--- src/rtl/traffic_pkg.sv ---
`default_nettype none
// ============================================================================
// Module      : traffic_pkg
// Description : Shared light encodings, fault codes and monitor state type
//               for the traffic conflict monitor.
// Revision    : 1.0 - initial release
// ============================================================================
package traffic_pkg;

    // One-hot light encoding, bit order [Left, Green, Yellow, Red]
    localparam logic [3:0] LEFT_GREEN     = 4'b1000;
    localparam logic [3:0] STRAIGHT_GREEN = 4'b0100;
    localparam logic [3:0] YELLOW         = 4'b0010;
    localparam logic [3:0] RED            = 4'b0001;

    // Fault codes; lower value wins when several are active together
    localparam logic [2:0] FC_NONE         = 3'd0;
    localparam logic [2:0] FC_ENCODING     = 3'd1;
    localparam logic [2:0] FC_CONFLICT     = 3'd2;
    localparam logic [2:0] FC_NO_YELLOW    = 3'd3;
    localparam logic [2:0] FC_SHORT_YELLOW = 3'd4;
    localparam logic [2:0] FC_STUCK        = 3'd5;

    typedef enum logic [1:0] {
        STARTUP = 2'd0,
        NORMAL  = 2'd1,
        FAULT   = 2'd2
    } mon_state_t;

    // True when exactly one bit of a light vector is set
    function automatic logic is_onehot(input logic [3:0] v);
        return (v == LEFT_GREEN) || (v == STRAIGHT_GREEN) ||
               (v == YELLOW)     || (v == RED);
    endfunction

endpackage
`default_nettype wire

--- src/rtl/traffic_conflict_monitor_tl_dir_checker.sv ---
`default_nettype none
// ============================================================================
// Module      : tl_dir_checker
// Description : Per-direction tracker. Holds the previous light sample and
//               the consecutive-yellow count, and flags bad encodings,
//               green-to-red jumps and yellows that were too short.
// Revision    : 1.0 - initial release
// ============================================================================
module tl_dir_checker
    import traffic_pkg::*;
#(
    parameter int MIN_YELLOW = 2
) (
    input  logic       clk,
    input  logic       reset,
    input  logic [3:0] light,
    output logic [3:0] prev_light,
    output logic       enc_err,
    output logic       no_yellow,
    output logic       short_yellow
);

    localparam int YW = (MIN_YELLOW > 1) ? $clog2(MIN_YELLOW + 1) : 1;
    localparam logic [YW-1:0] C_YEL_SAT = YW'(MIN_YELLOW);

    logic [3:0]    r_prev;
    logic [YW-1:0] r_yel_cnt;

    // Track the last sample and a saturating run length of yellow samples
    always_ff @(posedge clk) begin
        if (reset) begin
            r_prev    <= RED;
            r_yel_cnt <= '0;
        end else begin
            r_prev <= light;
            if (light != YELLOW) begin
                r_yel_cnt <= '0;
            end else if (r_yel_cnt != C_YEL_SAT) begin
                r_yel_cnt <= r_yel_cnt + 1'b1;
            end
        end
    end

    assign prev_light   = r_prev;
    assign enc_err      = !is_onehot(light);
    assign no_yellow    = ((r_prev == LEFT_GREEN) || (r_prev == STRAIGHT_GREEN)) &&
                          (light == RED);
    assign short_yellow = (r_prev == YELLOW) && (light == RED) &&
                          (r_yel_cnt < C_YEL_SAT);

endmodule
`default_nettype wire

--- src/rtl/traffic_conflict_monitor.sv ---
`default_nettype none
// ============================================================================
// Module      : traffic_conflict_monitor
// Description : Safety stage between the intersection controller and the
//               lamp drivers. Registers the four light vectors onto the lamps,
//               and on any illegal pattern latches a fault code and switches
//               the lamps to an all-red flash until the operator clears it.
//               Optional macro MONITOR_EVENT_CNT_EN adds an 8-bit saturating
//               fault_count output counting NORMAL-to-FAULT entries.
// Revision    : 1.0 - initial release
// ============================================================================
module traffic_conflict_monitor
    import traffic_pkg::*;
#(
    parameter int STARTUP_CYCLES  = 4,
    parameter int MIN_YELLOW      = 2,
    parameter int WATCHDOG_CYCLES = 64,
    parameter int FLASH_HALF      = 4
) (
    input  logic       clk,
    input  logic       reset,
    input  logic [3:0] north_tl,
    input  logic [3:0] south_tl,
    input  logic [3:0] east_tl,
    input  logic [3:0] west_tl,
    input  logic       fault_clear,
    output logic [3:0] north_lamp,
    output logic [3:0] south_lamp,
    output logic [3:0] east_lamp,
    output logic [3:0] west_lamp,
    output logic       fault,
    output logic [2:0] fault_code,
`ifdef MONITOR_EVENT_CNT_EN
    output logic [7:0] fault_count,
`endif
    output logic       mon_ok
);

    localparam int SCW = (STARTUP_CYCLES > 1)  ? $clog2(STARTUP_CYCLES + 1)  : 1;
    localparam int WDW = (WATCHDOG_CYCLES > 1) ? $clog2(WATCHDOG_CYCLES + 1) : 1;
    localparam int FLW = (FLASH_HALF > 1)      ? $clog2(FLASH_HALF + 1)      : 1;

    localparam logic [SCW-1:0] C_START_LAST = SCW'(STARTUP_CYCLES - 1);
    localparam logic [WDW-1:0] C_WD_LAST    = WDW'(WATCHDOG_CYCLES - 1);
    localparam logic [WDW-1:0] C_WD_SAT     = WDW'(WATCHDOG_CYCLES);
    localparam logic [FLW-1:0] C_FLASH_LAST = FLW'(FLASH_HALF - 1);

    logic [3:0] w_in   [4];
    logic [3:0] w_prev [4];
    logic [3:0] w_enc;
    logic [3:0] w_noy;
    logic [3:0] w_shy;
    logic       w_conflict;
    logic       w_same;
    logic       w_stuck;
    logic [2:0] w_code;
    logic       w_violation;

    mon_state_t r_state;
    mon_state_t w_next;

    logic [3:0]     r_lamp [4];
    logic           r_fault;
    logic [2:0]     r_fault_code;
    logic           r_mon_ok;
    logic [SCW-1:0] r_start_cnt;
    logic [WDW-1:0] r_wd_cnt;
    logic [FLW-1:0] r_flash_cnt;
    logic           r_flash_on;

    assign w_in[0] = north_tl;
    assign w_in[1] = south_tl;
    assign w_in[2] = east_tl;
    assign w_in[3] = west_tl;

    generate
        for (genvar g = 0; g < 4; g++) begin : g_dir
            tl_dir_checker #(
                .MIN_YELLOW   (MIN_YELLOW)
            ) u_chk (
                .clk          (clk),
                .reset        (reset),
                .light        (w_in[g]),
                .prev_light   (w_prev[g]),
                .enc_err      (w_enc[g]),
                .no_yellow    (w_noy[g]),
                .short_yellow (w_shy[g])
            );
        end
    endgenerate

    assign w_conflict = ((north_tl != RED) || (south_tl != RED)) &&
                        ((east_tl  != RED) || (west_tl  != RED));
    assign w_same     = (w_in[0] == w_prev[0]) && (w_in[1] == w_prev[1]) &&
                        (w_in[2] == w_prev[2]) && (w_in[3] == w_prev[3]);
    // This edge would be the WATCHDOG_CYCLES-th unchanged sample in a row
    assign w_stuck    = w_same && (r_wd_cnt >= C_WD_LAST);

    // Lowest-numbered active fault code
    always_comb begin
        w_code = FC_NONE;
        if (|w_enc) begin
            w_code = FC_ENCODING;
        end else if (w_conflict) begin
            w_code = FC_CONFLICT;
        end else if (|w_noy) begin
            w_code = FC_NO_YELLOW;
        end else if (|w_shy) begin
            w_code = FC_SHORT_YELLOW;
        end else if (w_stuck) begin
            w_code = FC_STUCK;
        end
    end

    assign w_violation = (w_code != FC_NONE);

    // Monitor state register
    always_ff @(posedge clk) begin
        if (reset) begin
            r_state <= STARTUP;
        end else begin
            r_state <= w_next;
        end
    end

    // Next-state selection
    always_comb begin
        w_next = r_state;
        case (r_state)
            STARTUP: if (r_start_cnt == C_START_LAST) w_next = NORMAL;
            NORMAL:  if (w_violation)                 w_next = FAULT;
            FAULT:   if (fault_clear)                 w_next = STARTUP;
            default:                                  w_next = STARTUP;
        endcase
    end

    // Lamp drive, fault latch, watchdog and flash timing
    always_ff @(posedge clk) begin
        if (reset) begin
            for (int i = 0; i < 4; i++) r_lamp[i] <= RED;
            r_fault      <= 1'b0;
            r_fault_code <= FC_NONE;
            r_mon_ok     <= 1'b0;
            r_start_cnt  <= '0;
            r_wd_cnt     <= '0;
            r_flash_cnt  <= '0;
            r_flash_on   <= 1'b1;
        end else begin
            case (r_state)
                STARTUP: begin
                    for (int i = 0; i < 4; i++) r_lamp[i] <= RED;
                    r_mon_ok    <= 1'b0;
                    r_wd_cnt    <= '0;
                    r_start_cnt <= (r_start_cnt == C_START_LAST) ? '0 : r_start_cnt + 1'b1;
                end
                NORMAL: begin
                    if (w_violation) begin
                        // Offending pattern is replaced by flash-on red at this edge
                        for (int i = 0; i < 4; i++) r_lamp[i] <= RED;
                        r_fault      <= 1'b1;
                        r_fault_code <= w_code;
                        r_mon_ok     <= 1'b0;
                        r_flash_cnt  <= '0;
                        r_flash_on   <= 1'b1;
                    end else begin
                        for (int i = 0; i < 4; i++) r_lamp[i] <= w_in[i];
                        r_mon_ok <= 1'b1;
                        if (!w_same) begin
                            r_wd_cnt <= '0;
                        end else if (r_wd_cnt != C_WD_SAT) begin
                            r_wd_cnt <= r_wd_cnt + 1'b1;
                        end
                    end
                end
                FAULT: begin
                    r_mon_ok <= 1'b0;
                    if (fault_clear) begin
                        for (int i = 0; i < 4; i++) r_lamp[i] <= RED;
                        r_fault      <= 1'b0;
                        r_fault_code <= FC_NONE;
                        r_start_cnt  <= '0;
                    end else if (r_flash_cnt == C_FLASH_LAST) begin
                        r_flash_cnt <= '0;
                        r_flash_on  <= !r_flash_on;
                        for (int i = 0; i < 4; i++) r_lamp[i] <= {3'b000, !r_flash_on};
                    end else begin
                        r_flash_cnt <= r_flash_cnt + 1'b1;
                        for (int i = 0; i < 4; i++) r_lamp[i] <= {3'b000, r_flash_on};
                    end
                end
                default: begin
                    for (int i = 0; i < 4; i++) r_lamp[i] <= RED;
                    r_mon_ok <= 1'b0;
                end
            endcase
        end
    end

`ifdef MONITOR_EVENT_CNT_EN
    logic [7:0] r_fault_count;

    // Saturating count of NORMAL-to-FAULT entries; only reset clears it
    always_ff @(posedge clk) begin
        if (reset) begin
            r_fault_count <= 8'd0;
        end else if ((r_state == NORMAL) && w_violation && (r_fault_count != 8'hFF)) begin
            r_fault_count <= r_fault_count + 8'd1;
        end
    end

    assign fault_count = r_fault_count;
`endif

    assign north_lamp = r_lamp[0];
    assign south_lamp = r_lamp[1];
    assign east_lamp  = r_lamp[2];
    assign west_lamp  = r_lamp[3];
    assign fault      = r_fault;
    assign fault_code = r_fault_code;
    assign mon_ok     = r_mon_ok;

endmodule
`default_nettype wire

--- config.mk ---
export PLATFORM = sky130hd
export DESIGN_NAME = traffic_conflict_monitor
export DESIGN_NICKNAME = d
export VERILOG_FILES = /design/src/rtl/traffic_pkg.sv /design/src/rtl/traffic_conflict_monitor_tl_dir_checker.sv /design/src/rtl/traffic_conflict_monitor.sv
export SDC_FILE = /design/constraint.sdc
export NUM_CORES = 1
export LEC_CHECK = 0
export ABC_AREA = 1
export CORE_MARGIN = 4
export CORE_UTILIZATION = 52
export CTS_BUF_LIST = sky130_fd_sc_hd__clkbuf_8
export DETAILED_ROUTE_END_ITERATION = 7
export PLACE_DENSITY = 0.79
export SLEW_MARGIN = 20
export SYNTH_ARGS = -nofsm -noshare
export SYNTH_HDL_FRONTEND = slang
export SYNTH_SLANG_ARGS = --single-unit
--- constraint.sdc ---
create_clock -name clk -period 1.7 [get_ports clk]
set_input_delay 0.34 -clock clk [delete_from_list [all_inputs] [get_ports clk]]
set_output_delay 0.34 -clock clk [all_outputs]
set_load 0.05 [all_outputs]
==> reports/results.txt, run 1 <==
At the worst endpoint, the required time is 1780 ps. The run gives 0.285 as the overall fraction of global-route tracks in use. The minimum hold slack was 293 ps. Leaving out filler cells and counting taps, the final layout contains 699. The effective utilization at floorplan was 0.537; the area used by sequential logic in the layout was 1380 µm².

The run gives 0.416 as the relative contribution of the clock network to total power. In this run the number of H-tree levels came out at 3. The die covers 7430 µm². Static timing analysis puts the maximum clock frequency at 470 MHz.

After clock tree synthesis, the flow added hold-fix buffers numbering 0. In this run the most used layer during global routing was met2. The area growth from synthesis to layout is 57.6%. Across all layers, the routed design uses 3939 vias. Synthesis produced a netlist whose cell count is 456.

The count of routing violations after the opening detailed-route iteration is 349, and the register bit count reported by yosys is 61. The tools report the cell area after technology mapping as 3180 µm². The count of pins over their slew limit came out at 0. At the end of routability-driven placement, the weighted congestion stood at 0.841. The kind of critical path was flop to flop. Along the worst path, the maximum fanout reaches 4.

Yosys printed 0 warnings. Across all register-to-register paths, the minimum setup slack is -430 ps. The final reports fail on setup timing. The cell sitting at the root of the clock tree is a clkbuf_8. The pre-antenna-repair detailed-routing pass consisted of 6 iterations. The worst setup path is captured at a flop. The count of unresolved DRC violations after routing is 0, and the floorplan core area is 5920 µm². Measured in cells, the most critical reg-to-reg path has a length of 12.

The area of combinational cells with multiple inputs was 1920 µm². The sequential group share of total power came out at 0.409. During I/O placement, the number of pins put on the boundary was 40. The count of standard-cell rows came out at 28. For the final-stage net count, the log shows 647. Once placement finished, the instance area stood at 4200 µm². The layout has 292 filler cells.

Worst reg2reg path startpoint: g_dir[0].u_chk.prev_light[2]. Worst IR drop on VDD: 0.616 mV. For the met1 track utilization from global routing, the log shows 0.311. The layout cell share with drive strength beyond 1 came out at 0.449. The tools report the count of endpoints failing setup in the final report as 36.

The hold path endpoint was r_lamp[0][3]. Capture instance of the worst register-to-register path: r_lamp[3][0]. The proportion of total power due to net switching was 0.270.

TritonCTS built the clock tree. The met2 usage in global routing came out at 0.503. Summing all non-filler instances in the final layout gives an area of 5010 µm².

The flow ran to the end, but the final reports show violations. The HPWL reported at the end of detailed placement is 6.08 mm. For the leftover overflow at the end of global routing, the log shows 0. Counting instances, the worst hold path has a depth of 3. The average via count per standard cell was 5.64; the max-capacitance violation count was 0. In this run the tool buffered the top-level ports with 39 buffer cells.

The number of clock sinks seen by CTS is 61, and the number of unique standard cell types used by synthesis is 35. In this run the static leakage power is 2.44 nW. The final critical-path share of the clock period works out to 1.25.

The first-pass GRT wire length is 16.4 mm, and the synthesized area per cell is 6.97 µm². For the total inserted antenna cells, the log shows 0. STA classifies the critical path startpoint as a flop. CTS buffer count: 9. The logs give 1.05 mW for the net switching power figure and 0.422 for the share of synthesized area occupied by flip-flops and latches. The number of antenna violations at the first check in global routing was 0; the via count of the first global-routing pass was 3681. The logs give 14 for the pin count of the biggest net entering global routing and 2210 ps for the data arrival time of the worst path. On the final layout, the worst clock skew is 16.0 ps. The x dimension of the die is 86.2 µm.

The completed layout was analyzed and its total power is 3.90 mW. After detailed routing, the average wire length per cell comes to 17.3 µm. The combinational share of power was 0.176. Including well taps, the total number of placed cells is 648. Setup repair after global routing could not meet its margin everywhere. The internal power of the cells totals 2.85 mW. The areal power density over the cells came out at 778 nW/µm². The final critical path time including I/O delays and setup came out at 2130 ps.

The run gives 0.0523 as the met3 usage. The tools report the worst-case setup margin in the final layout as -429 ps. The startpoint of the worst hold path is north_tl[3].

The clock-pin slew of the registers on the worst-case setup and hold paths was 70 ps; the routed wire length was 12.1 mm. The number of hold violations in the final report came out at 0. The detail route stage leaves a number of antenna-violating nets equal to 0.

Type of the worst min-delay path: primary input to flop. Measured along the y axis, the die boundary spans 86.2 µm. The run gives 340 ps as the later-pin clock latency in the skew report. The deepest clock path buffer count was 2.
[worst max-delay path by stage]
stage	startpoint	cells past startpoint	slack, ps	endpoint
after CTS	g_dir[1].u_chk.prev_light[2]	11	-180	r_lamp[2][0]
after global placement	north_tl[1]	12	-640	r_lamp[2][0]
after detailed placement	north_tl[3]	15	-720	r_lamp[2][0]
after floorplan	r_wd_cnt[0]	12	8	r_lamp[2][0]
after global routing	g_dir[0].u_chk.prev_light[2]	12	-560	r_lamp[3][0]
final	g_dir[0].u_chk.prev_light[2]	12	-430	r_lamp[3][0]
[synth_stat cells (all sizes together)]
cell / instances / area, µm²
nand2: 117 / 469
o21ai: 17 / 92.6
o211ai: 1 / 7.51
xor2: 5 / 43.8
inv: 66 / 248
xnor2: 1 / 8.76
a31oi: 1 / 6.26
edfxtp: 12 / 360
nor4b: 1 / 8.76
nor4: 2 / 12.5
nand3: 31 / 190
nor3: 7 / 46.3
buf: 3 / 16.3
a21oi: 23 / 119
ha: 8 / 100
o31ai: 2 / 15.0
nor2: 103 / 417
nand4: 3 / 18.8
and2: 1 / 8.76
clkbuf: 2 / 7.51
dfxtp: 49 / 981
conb: 1 / 3.75
[power groups by stage]
stage | Sequential (mW) | Clock [mW] | Combinational (mW)
floorplan | 1.66 | 0 | 0.246
global placement | 1.61 | 0 | 0.518
detailed placement | 1.61 | 0 | 0.533
CTS | 1.59 | 1.62 | 0.586
global route | 1.60 | 1.68 | 0.734
finish | 1.60 | 1.62 | 0.685
[critical path, cell delays in order (launching register included)]
cell and delay [ps]:
dfxtp_2 350, nor2_2 140, nor2_1 60, nand3_1 150, nand2_2 140, nor2_4 170
nand2_2 100, nor2_4 160, nand3_4 170, nor2_4 180, nand2_1 80, nand2_1 100
a21oi_1 80
[cells by family after synthesis]
| kind of cell | synth area share |
|---|---|
| adders and majority gates | 0.0315 |
| other | 0.00118 |
| buffers and inverters | 0.0854 |
| and+or+nand+nor | 0.368 |
| DFF | 0.422 |
| AOI/OAI and AO/OA | 0.0755 |
| xor gates and xnor gates | 0.0165 |
[per-layer routing]
layer	part of all wire	wire, µm
met5	0	0
met4	0.090	1090
met3	0.081	986
met2	0.47	5740
met1	0.35	4300
[cell usage in the layout, fill, tap and decap left out, types with 7 or more instances in the layout]
cell	Yosys	routed
buf_4	1	124
nand3_2	2	8
dfxtp_1	49	31
dfxtp_2	0	13
nor2_4	2	9
conb_1	1	12
nand3_1	27	21
o21ai_1	9	8
ha_1	8	7
nor2_1	95	68
inv_1	45	41
inv_2	21	24
a21oi_1	22	15
nor2_2	6	26
clkbuf_8	0	11
nand2_1	111	93
nand2_2	3	17
edfxtp_1	12	12
[repair_timing]
item	in CTS	in global routing
pin swaps	33	26
buffers inserted	26	10
cloned	1	0
setup endpoints to repair	34	34
resized for setup	77	63
[registers in the layout, indices dropped and copies added (netlist names)]
name                    cells
fault_code                  3
r_lamp                     16
g_dir.u_chk.prev_light     16
fault                       1
r_start_cnt                 3
r_state                     2
r_wd_cnt                    7
r_flash_cnt                 3
mon_ok                      1
g_dir.u_chk.r_yel_cnt       8
r_flash_on                  1
[metrics by stage]
stage	utilization	TNS [ps]	setup WS, ps
3_3_place_gp	0.709	-19590	-643
2_1_floorplan	-	0	8.44
3_5_place_dp	0.709	-21740	-724
6_report	0.847	-8750	-429
5_1_grt	0.847	-13750	-557
4_1_cts	0.808	-1930	-175
[cell type report]
class                   instances  area share
clock buffers                  11      0.0302
clock inverters                 4      0.0190
multi-input cells             336       0.382
well taps                      75      0.0187
inverters                      66      0.0499
flip-flops and latches         61       0.275
repair buffers                146       0.226
(Power assumes the default switching activity.)
==> inputs of run 2 (changes only) <==
PLACE_DENSITY = 0.78   (was 0.79)
SYNTH_HIERARCHICAL = 1   (was unset)
==> reports/results.txt, run 2 <==
The headroom to the max-slew limit came out at 0.637. Routed wire length: 11.3 mm. The critical path startpoint category is a flop. Main flop type after synthesis: dfxtp_1. The clock-pin slew of the registers on the worst-case setup and hold paths is 60 ps. The signal on the critical path passes through buf_4 -> inv_1 -> nand2_1 -> nand2_1 -> nor2_2 -> nand2_2 -> nor2_4 -> nand4_1 -> nand2_1 -> nand2_2 -> nand3_4 -> nand2_4 -> buf_6 -> nand3_2 -> o31ai_2. The count of pins over their slew limit is 0. The run gives 411 ps as the minimum hold slack. The endpoint identified for the worst register-to-register timing path is fault_code[0]. The number of synthesis warnings was 6; the synthesized area per cell was 7.08 µm².

The internal portion of the total power is 2.86 mW. Entering global routing, the biggest net connects 15 pins. CTS placed an instance of clkbuf_8 at the clock tree root. For this run, design rule violations remaining after detail routing come to 0. Summing every instance area after synthesis gives 3410 µm². The first-pass GRT wire length was 16.4 mm. The run gives 0.387 as the combinational share of power.

The largest single stage delay on the critical path is 360 ps. The run gives 0 as the number of hold violations in the final report. Summing all placed instances gives a cell area of 4600 µm².

The final reports fail on setup timing. At the worst endpoint, the required time is 1930 ps. The path with the worst hold slack has its endpoint at g_dir[3].u_chk/prev_light[2]. Leaving out fill and tap cells, the most frequent cell in the layout is buf_4.

In this run the power spent charging and discharging nets is 1.80 mW. Subtracting the final worst setup slack from the clock period gives 2160 ps. The count of nets left with antenna violations once routing finished came out at 0.

The logs give 3770 for the via count of the first global-routing pass and 29 for the count of standard-cell rows. The cell class contributing the biggest share of worst-path delay is simple AND/OR/NAND/NOR gates. The worst setup path is of the flop to flop kind. Ranked by total cell area, the synthesized netlist is headed by dfxtp_1, nand2_1, edfxtp_1. The worst hold path belongs to the class primary input to flop. Yosys mapped the design onto 39 distinct sky130hd cell types.

The worst hold path begins at west_tl[2]. The tools report the maximum clock rate as 463 MHz. The library cells used most frequently in the layout, excluding fill and tap cells, are buf_4, nand2_1, inv_1. The slowest stage of the critical path belongs to the cell dfxtp_1. Worst hold path stage count: 4. Summed over all cells, the static leakage comes to 2.55 nW.

Measured along the y axis, the die boundary spans 88.9 µm. The later-pin clock latency in the skew report was 350 ps. The average via count per standard cell works out to 5.38. After routing the design area is 5160 µm².

In this run, CTS created clock tree buffers numbering 9. The endpoint class of the critical path was a flop. The run gives 0.536 as the effective utilization at floorplan.

The number of antenna violations at the first check in global routing came out at 0. The floorplan step defined a core boundary enclosing 6350 µm². The tools report the relative contribution of the clock network to total power as 0.228. The cts-stage hold buffer count is 0.

The wire length per cell after detailed routing was 15.5 µm. The x dimension of the die came out at 88.9 µm. The area added between synthesis and finish was 51.4%; the slack of the worst reg-to-reg path was -460 ps. The tools report the worst IR drop on VDD as 0.743 mV. Across the run, the number of max-cap violations was 0.

The final critical-path share of the clock period came out at 1.27. For the total via count after detailed routing, the log shows 3915. The final-stage net count was 675; the count of endpoints failing setup in the final report was 34. The count of port buffers added during placement came out at 39. TritonCTS built the clock tree. For the count of routing violations after the opening detailed-route iteration, the log shows 318. The length in cells of the worst reg-to-reg path works out to 15. In this design, the critical path's most frequently occurring cell is nand2_1.

Data on the critical path arrives at its endpoint at 2390 ps. The run finished, with violations left. The commonest cells after synthesis are nand2_1, nor2_1, inv_1. The final setup TNS is -12920 ps, and the die outline area is 7910 µm². The total inserted antenna cells is 0. On the final layout, the worst clock skew is 8.20 ps.

The leftover overflow at the end of global routing is 0, and the number of clock sinks seen by CTS is 61. Among all cell types in the netlist, the one instantiated most often is nand2_1. Register bit count reported by yosys: 61. dfxtp_1 takes more of the synthesized area than any other cell. The overall fraction of global-route tracks in use was 0.270. The tools report the sequential group share of total power as 0.385.

For the number of placed I/O pins, the log shows 40. The async set-or-reset flop fraction in the synthesized netlist is 0. The worst register-to-register path begins at g_dir[2].u_chk/prev_light[0].

The layout cell share with drive strength beyond 1 came out at 0.381. Setup repair after global routing could not meet its margin everywhere. The number of detailed-routing iterations run before antenna repair is 5, and the share of synthesized area occupied by flip-flops and latches is 0.394. Of all nets on the critical path, the largest fanout is 4.

The deepest clock path buffer count came out at 2. Areal power density over the cells: 904 nW/µm². The proportion of total power due to net switching was 0.386; the number of buffers and inverters on the critical path was 3. The wire-length estimate of the detail-placed layout is 6.90 mm. The actual slew at the worst max-slew pin came out at 538 ps. CTS built an H-tree with a depth of 3. The tools report the placer congestion estimate as 0.877.

The cell count after synthesis came out at 481. In this run, synthesis inferred 12 flip-flops with an integrated enable. The area share of the leading cell type in the synthesized netlist was 0.288.

The worst-case setup margin in the final layout came out at -460 ps.
[run 2: changes by cell type after synthesis, moves of 4 or more]
cell	change
nand3b_1	+4
nand4_1	+10
nor3_2	+6
nand2_1	-6
inv_1	+32
a21oi_1	-12
nand3_1	-9
inv_2	-13
[run 2: power by group through the flow]
stage / registers [mW] / logic [mW] / clock network [mW]
floorplan: 1.97 / 0.718 / 0
global placement: 1.79 / 1.41 / 0
detailed placement: 1.80 / 1.46 / 0
CTS: 1.77 / 1.59 / 1.07
global route: 1.81 / 1.94 / 1.13
finish: 1.80 / 1.80 / 1.06
[run 2: timing repair]
item	in CTS	in global routing
pin swaps	30	34
buffers inserted	12	3
gates cloned	1	0
setup endpoints to repair	34	34
resized for setup	54	53
[run 2: tightest hold or removal path, cell delays in order]
cell      delay [ps]
clkbuf_2         160
inv_1            100
buf_4            100
nor2_1            30
[run 2: area by class of cell]
class	count	area (µm²)
flip-flops and latches	61	1350
clock buffers	10	138
fillers	388	1190
multi-input cells	342	2050
repair buffers	148	1180
clock inverters	4	15.0
inverters	86	333
well taps	77	96.3
[run 2: logic make-up after synthesis]
group	count (synthesis)	synth area share
simple gates	276	0.388
buf+inv	90	0.101
flops	61	0.394
compound gates	37	0.0669
xor+xnor	8	0.0206
fa+ha+maj	8	0.0294
other cells	1	0.00110
[run 2: layer usage]
layer  track usage  routed length [µm]
met5             0                   0
met3        0.0581                 787
met2         0.492                5820
met4         0.139                 513
met1         0.292                4130
[run 2: worst max path at each step]
stage	start	end	cells past startpoint
floorplan	east_tl[3]	r_wd_cnt[0]	12
global placement	east_tl[0]	r_lamp[1][3]	14
detailed placement	east_tl[0]	r_lamp[1][2]	14
CTS	g_dir[3].u_chk/prev_light[2]	r_flash_cnt[1]	14
global route	east_tl[0]	fault_code[0]	16
finish	g_dir[2].u_chk/prev_light[0]	fault_code[0]	15
[run 2: metrics by stage]
stage | utilization | instances | power [mW] | setup slack [ps]
2_1_floorplan | - | 492 | 2.69 | -107
3_3_place_gp | 0.724 | 698 | 3.20 | -777
3_5_place_dp | 0.724 | 698 | 3.26 | -855
4_1_cts | 0.780 | 725 | 4.44 | -282
5_1_grt | 0.812 | 728 | 4.88 | -506
6_report | 0.812 | 728 | 4.66 | -460
